==> config.mk <==
export PLATFORM = sky130hd
export DESIGN_NAME = pipe_scoreboard_flat
export DESIGN_NICKNAME = d
export VERILOG_FILES = /design/src/rtl/pipe_scoreboard_if.sv /design/src/rtl/pipe_scoreboard.sv /design/src/flat_wrapper.sv
export SDC_FILE = /design/constraint.sdc
export NUM_CORES = 1
export LEC_CHECK = 0
export BUFFER_PORTS_ARGS = -buffer_cell sky130_fd_sc_hd__clkbuf_2
export CAP_MARGIN = 20
export CORE_MARGIN = 8
export CORE_UTILIZATION = 40
export CTS_CLUSTER_SIZE = 8
export DETAILED_ROUTE_END_ITERATION = 6
export GPL_ROUTABILITY_DRIVEN = 0
export GPL_TIMING_DRIVEN = 0
export PLACE_DENSITY = 0.62
export SYNTH_ARGS = -nofsm -noshare
export SYNTH_HDL_FRONTEND = slang
export SYNTH_SLANG_ARGS = --single-unit
export TNS_END_PERCENT = 20
==> constraint.sdc <==
create_clock -name clk -period 7.8 [get_ports clk]
set_input_delay 1.56 -clock clk [delete_from_list [all_inputs] [get_ports clk]]
set_output_delay 1.56 -clock clk [all_outputs]
set_load 0.02 [all_outputs]
==> src/rtl/pipe_scoreboard_if.sv <==
// ID-stage hazard scoreboard handshake: decoded instruction in, issue/stall decision out.
interface pipe_scoreboard_if #(
    parameter int REG_W = 5
);
    logic             D_valid;
    logic [1:0]       D_kind;
    logic             D_use_rs1;
    logic             D_use_rs2;
    logic [REG_W-1:0] D_rs1_index;
    logic [REG_W-1:0] D_rs2_index;
    logic [REG_W-1:0] D_rd_index;
    logic             D_wr_rd;
    logic             flush;
    logic             D_issue;
    logic             stall;
    logic [1:0]       stall_cause;
    logic             md_busy;
    logic [31:0]      stall_cycles;

    modport master (
        output D_valid, D_kind, D_use_rs1, D_use_rs2, D_rs1_index, D_rs2_index,
               D_rd_index, D_wr_rd, flush,
        input  D_issue, stall, stall_cause, md_busy, stall_cycles
    );

    modport slave (
        input  D_valid, D_kind, D_use_rs1, D_use_rs2, D_rs1_index, D_rs2_index,
               D_rd_index, D_wr_rd, flush,
        output D_issue, stall, stall_cause, md_busy, stall_cycles
    );
endinterface

==> src/rtl/pipe_scoreboard.sv <==
// Per-register result-ready countdowns plus a mul/div occupancy counter; decides
// RAW/WAW/structural stalls for the ID-stage instruction in the same cycle.
module pipe_scoreboard #(
    parameter int REG_W    = 5,
    parameter int LOAD_LAT = 1,
    parameter int MD_LAT   = 4
) (
    input  logic           clk,
    input  logic           rst,
    pipe_scoreboard_if.slave sb
);
    localparam int CNT_W = $clog2(MD_LAT + 1);
    localparam int NREG  = 2 ** REG_W;

    localparam logic [1:0] K_LOAD = 2'b01;
    localparam logic [1:0] K_MD   = 2'b10;

    localparam logic [1:0] C_NONE   = 2'b00;
    localparam logic [1:0] C_RAW    = 2'b01;
    localparam logic [1:0] C_WAW    = 2'b10;
    localparam logic [1:0] C_STRUCT = 2'b11;

    logic [NREG-1:0][CNT_W-1:0] cnt;
    logic [CNT_W-1:0]           md_cnt;
    logic [CNT_W-1:0]           lat;
    logic [31:0]                stall_cycles_q;
    logic                       raw, waw, strct, stall_c, issue;
    logic [1:0]                 cause;

    always_comb begin
        case (sb.D_kind)
            K_LOAD:  lat = CNT_W'(LOAD_LAT);
            K_MD:    lat = CNT_W'(MD_LAT);
            default: lat = '0;
        endcase
    end

    // cnt[0] is cleared on reset and never loaded, so reading x0 never hazards.
    assign raw   = sb.D_valid & ((sb.D_use_rs1 & (cnt[sb.D_rs1_index] != '0)) |
                                 (sb.D_use_rs2 & (cnt[sb.D_rs2_index] != '0)));
    assign waw   = sb.D_valid & sb.D_wr_rd & (sb.D_rd_index != '0) &
                   (cnt[sb.D_rd_index] > lat);
    assign strct = sb.D_valid & (sb.D_kind == K_MD) & (md_cnt != '0);

    assign stall_c = ~rst & ~sb.flush & (raw | waw | strct);
    assign issue   = ~rst & sb.D_valid & ~sb.flush & ~stall_c;

    always_comb begin
        cause = C_NONE;
        if (stall_c) begin
            if (raw)      cause = C_RAW;
            else if (waw) cause = C_WAW;
            else          cause = C_STRUCT;
        end
    end

    // An issuing producer's reload takes precedence over the free-running decrement.
    always_ff @(posedge clk or posedge rst) begin
        if (rst) begin
            cnt <= '0;
        end else begin
            for (int r = 1; r < NREG; r++) begin
                if (issue && sb.D_wr_rd && (sb.D_rd_index == REG_W'(r)) && (lat != '0))
                    cnt[r] <= lat;
                else if (cnt[r] != '0)
                    cnt[r] <= cnt[r] - 1'b1;
            end
        end
    end

    always_ff @(posedge clk or posedge rst) begin
        if (rst)
            md_cnt <= '0;
        else if (issue && (sb.D_kind == K_MD))
            md_cnt <= CNT_W'(MD_LAT);
        else if (md_cnt != '0)
            md_cnt <= md_cnt - 1'b1;
    end

    always_ff @(posedge clk or posedge rst) begin
        if (rst)
            stall_cycles_q <= '0;
        else if (stall_c)
            stall_cycles_q <= stall_cycles_q + 32'd1;
    end

    assign sb.D_issue      = issue;
    assign sb.stall        = stall_c;
    assign sb.stall_cause  = cause;
    assign sb.md_busy      = (md_cnt != '0);
    assign sb.stall_cycles = stall_cycles_q;
endmodule

==> src/flat_wrapper.sv <==
// flat-port wrapper written by rule: the top's interface ports become plain ports
module pipe_scoreboard_flat 
#(
    parameter int REG_W    = 5,
    parameter int LOAD_LAT = 1,
    parameter int MD_LAT   = 4
)
  (clk, rst, sb_D_valid, sb_D_kind, sb_D_use_rs1, sb_D_use_rs2, sb_D_rs1_index, sb_D_rs2_index, sb_D_rd_index, sb_D_wr_rd, sb_flush, sb_D_issue, sb_stall, sb_stall_cause, sb_md_busy, sb_stall_cycles);
  pipe_scoreboard_if #(.REG_W(REG_W)) sb_i ();
  input  logic clk;
  input  logic rst;
  input wire logic [$bits(sb_i.D_valid)-1:0] sb_D_valid;
  input wire logic [$bits(sb_i.D_kind)-1:0] sb_D_kind;
  input wire logic [$bits(sb_i.D_use_rs1)-1:0] sb_D_use_rs1;
  input wire logic [$bits(sb_i.D_use_rs2)-1:0] sb_D_use_rs2;
  input wire logic [$bits(sb_i.D_rs1_index)-1:0] sb_D_rs1_index;
  input wire logic [$bits(sb_i.D_rs2_index)-1:0] sb_D_rs2_index;
  input wire logic [$bits(sb_i.D_rd_index)-1:0] sb_D_rd_index;
  input wire logic [$bits(sb_i.D_wr_rd)-1:0] sb_D_wr_rd;
  input wire logic [$bits(sb_i.flush)-1:0] sb_flush;
  output wire logic [$bits(sb_i.D_issue)-1:0] sb_D_issue;
  output wire logic [$bits(sb_i.stall)-1:0] sb_stall;
  output wire logic [$bits(sb_i.stall_cause)-1:0] sb_stall_cause;
  output wire logic [$bits(sb_i.md_busy)-1:0] sb_md_busy;
  output wire logic [$bits(sb_i.stall_cycles)-1:0] sb_stall_cycles;
  assign sb_i.D_valid = sb_D_valid;
  assign sb_i.D_kind = sb_D_kind;
  assign sb_i.D_use_rs1 = sb_D_use_rs1;
  assign sb_i.D_use_rs2 = sb_D_use_rs2;
  assign sb_i.D_rs1_index = sb_D_rs1_index;
  assign sb_i.D_rs2_index = sb_D_rs2_index;
  assign sb_i.D_rd_index = sb_D_rd_index;
  assign sb_i.D_wr_rd = sb_D_wr_rd;
  assign sb_i.flush = sb_flush;
  assign sb_D_issue = sb_i.D_issue;
  assign sb_stall = sb_i.stall;
  assign sb_stall_cause = sb_i.stall_cause;
  assign sb_md_busy = sb_i.md_busy;
  assign sb_stall_cycles = sb_i.stall_cycles;
  pipe_scoreboard #(.REG_W(REG_W), .LOAD_LAT(LOAD_LAT), .MD_LAT(MD_LAT)) u_core (.clk(clk), .rst(rst), .sb(sb_i));
endmodule
==> flow_metrics.py <==
metrics = {
    "critical_path": {
        "worst-r2r-setup-slack_ns": 3.57,
        "arrival_ns": 5.97,
        "critical-path-max-stage-delay_ns": 0.55,
        "worst_path_dominant_cell_family": "buffers and inverters",
        "startpoint_type": "input port",
        "cp_num_buf_inv": 6,
        "path_class": "in -> out",
        "critPathMaxFanout": 10,
        "crit_chain": "buf_2, clkbuf_4, buf_4, mux4_2, mux4_2, mux2_2, ha_1, a22oi_1, a311o_1, o31ai_2, o22a_1, and2_4, buf_6, buf_6, and3_1, clkbuf_2",
        "critical_path_required_ns": 6.24,
        "worst_path_max_delay_cell": "mux4_2",
        "endpoint_kind": "output port",
    },
    "timing": {
        "fmax_ghz": 0.133,
        "slew_headroom_pct": 49.9,
        "rsz0062_at_grt": "false",
        "setup_viol_count_final": 0,
        "finalHoldViolCount": 0,
        "hold_slack_ns": 0.469,
        "timing.final.crit_share_pct": 96.5,
        "skew_ns": 0.0144,
        "worst_pin_slew_ns": 0.751,
        "fin_crit_ns": 7.53,
        "finalMaxSlewViolations": 0,
    },
    "synth": {
        "ys_types": 71,
        "synth.area.top_cells": "dfrtp_1 34%, ha_1 9.2%, mux4_2 8.0%, mux2i_1 6.9%, xnor2_1 4.3%",
        "synth_cells": 955,
        "yosysTopAreaCell": "dfrtp_1",
        "syn_area_sq_mm": 0.00955,
        "synth_warnings": 3,
        "synth_ff_type": "dfrtp_1",
        "synthesis.nets": 1049,
        "seq_area_frac_synth_pct": 33.5,
        "synth_top_area_share_pct": 33.5,
        "synth_edf_count": 0,
        "syn_avg_cell_area_sq_um": 10.0,
        "synthArstFlopShare_pct": 100,
        "ys_ff_latch": 128,
    },
    "routing": {
        "ant_nets": 0,
        "drtIter0Drc": 839,
        "vias": 7678,
        "drc_errors": 0,
        "drtPass1Iterations": 6,
        "wl_per_cell_um": 19.5,
        "drt_wl_total_mm": 26.6,
        "vias_per_cell": 5.65,
    },
    "placement": {
        "port_buffers": 54,
        "hpwlAfterDp_mm": 20.5,
    },
    "power": {
        "ir_worst_vdd_mv": 0.196,
        "power_density_mw_per_mm2": 370,
        "power.leakage_nw": 4.88,
        "finalPower_mw": 4.00,
    },
    "global_route": {
        "track_usage_pct": 18.9,
        "grt_pass1_wl_mm": 42.4,
        "antenna_found_initial": 0,
        "overflow": 0,
        "grt_pass1_vias": 7669,
        "grt_start_max_net_pins": 77,
    },
    "floorplanning": {
        "core_area_sq_mm": 0.0235,
        "start_util_pct": 40.7,
        "die_area_sq_mm": 0.0291,
        "die_h_um": 171,
        "io_pins": 61,
        "die_width_um": 171,
        "rows": 56,
    },
    "flow_run": {
        "max-cap-violations": 0,
    },
    "finish": {
        "syn_to_final_growth_pct": 13.3,
        "drive_above_1_share_pct": 18.5,
        "nets": 1122,
    },
    "clock_network": {
        "clockBufferDepth": 2,
        "hold_buffers": 0,
        "clock-root-buffer": "clkbuf_16",
        "clk_latency_ns": 0.42,
        "cts_tree": "done",
        "cts.clk_slew.worst_paths_ns": 0.06,
        "clock_sinks": 128,
        "cts_made_buffers": 17,
        "htree_levels": 4,
    },
    "hold_path": {
        "hold_class": "reg -> reg",
    },
    "status": {
        "status": "complete, no violations",
    },
}
## layout by cell type, fill, tap and decap left out, drive strengths merged, types with 28 or more instances in the layout
cell / count
mux4: 34
mux2i: 66
nor2b: 36
dfrtp: 128
nand2: 45
mux2: 40
inv: 84
clkbuf: 96
ha: 70
xnor2: 47
nor2: 96
nor3: 28
## sequential cells by signal (all words and copies together), names as in the netlist
register / count
u_core.sb.stall_cycles: 32
u_core.md_cnt: 3
u_core.cnt: 93
## power breakdown
| group | internal, mW | total (mW) | switching, mW |
|---|---|---|---|
| sequential | 0.961 | 1.38 | 0.415 |
| combinational | 0.973 | 1.87 | 0.896 |
| clock | 0.444 | 0.759 | 0.315 |
| total | 2.38 | 4.00 | 1.63 |
## area by class of cell
class | count | area, sq um
flip-flops and latches | 128 | 3200
plain buffers | 43 | 258
diodes | 1 | 2.50
multi-input cells | 701 | 5790
inverters | 82 | 313
clock inverters | 12 | 113
fillers | 2246 | 12700
clock buffers | 18 | 439
well taps | 319 | 399
repair buffers | 55 | 298
## timing repair
item,4_1_cts,5_1_grt
buffers inserted,0,0
endpoints found under the setup margin,4,4
gates cloned,0,0
gates resized for setup,6,4
## per-stage QoR
step / util, % / TNS (ns) / worst slack [ns] / instances / cell area, sq um
final: 46.1 / 0 / 0.273 / 1359 / 10800
after global routing: 46.1 / 0 / 0.0345 / 1358 / 10800
after CTS: 46.0 / 0 / 0.0545 / 1359 / 10800
after detailed placement: 43.7 / -1.49 / -0.470 / 1329 / 10200
after global placement: 43.5 / -1.28 / -0.427 / 1328 / 10200
after floorplan: - / 0 / 0.339 / 955 / 9550
## worst reg2reg max path: stages (launching register included)
cell and delay (ns):
dfrtp_1 0.46, mux4_2 0.52, mux4_2 0.50, mux2_2 0.28, ha_1 0.29, a22oi_1 0.11, a311o_1 0.35, o31ai_2 0.35
o22a_1 0.23, and2_4 0.17, buf_6 0.13, and4b_1 0.37, mux2_2 0.37
## layer usage
layer | up-vias | share of wire, % | track usage (%)
met3 | 52 | 7.1 | 4.29
met2 | 275 | 46 | 29.4
met1 | 3807 | 44 | 25.3
met4 | 0 | 2.8 | 6.98
met5 | - | 0 | 0
li1 | 3544 | - | -
## Yosys cell counts (all sizes together) (3+ instances only)
cell type,count
o21ai,25
mux2i,66
a21oi,23
o311ai,6
a211oi,4
nor2b,36
nand2b,6
nand2,45
xor2,16
a2111oi,6
dfrtp,128
nand3,15
clkbuf,24
xnor2,47
and2,19
nor2,96
a22oi,5
o211ai,4
nor4b,4
or4,5
or3,3
and4,4
and3,8
nand4,26
inv,82
buf,20
and4b,15
nor4,15
a31oi,4
mux4,34
mux2,40
ha,70
or2,3
nor3,28
## logic make-up (layout without fill, tap and decap cells)
| family | Yosys count | after routing | share of synthesized area, % |
|---|---|---|---|
| AND/OR/NAND/NOR | 331 | 331 | 19.0 |
| multiplexers | 140 | 140 | 19.8 |
| flip-flops | 128 | 128 | 33.5 |
| buffers and inverters | 126 | 210 | 5.87 |
| AO/OA/AOI/OAI | 97 | 97 | 6.84 |
| adder cells (fa/ha/maj) | 70 | 70 | 9.17 |
| XOR/XNOR | 63 | 63 | 5.78 |
| other | 0 | 1 | 0 |
## path summary, 6_finish.rpt
| check | start | to | cells past startpoint |
|---|---|---|---|
| worst max-delay path | sb_D_rd_index[0] | sb_D_issue | 16 |
| worst min-delay path | u_core.sb.stall_cycles[31] | u_core.sb.stall_cycles[31] | 1 |
| worst max register to register | u_core.cnt[17] | u_core.cnt[33] | 12 |
| worst min register to register | u_core.sb.stall_cycles[31] | u_core.sb.stall_cycles[31] | 1 |
| max in group asynchronous | rst | u_core.cnt[24] | 3 |
| min in group asynchronous | rst | u_core.sb.stall_cycles[4] | 2 |
Note: power is estimated with default switching activity, not from simulation.
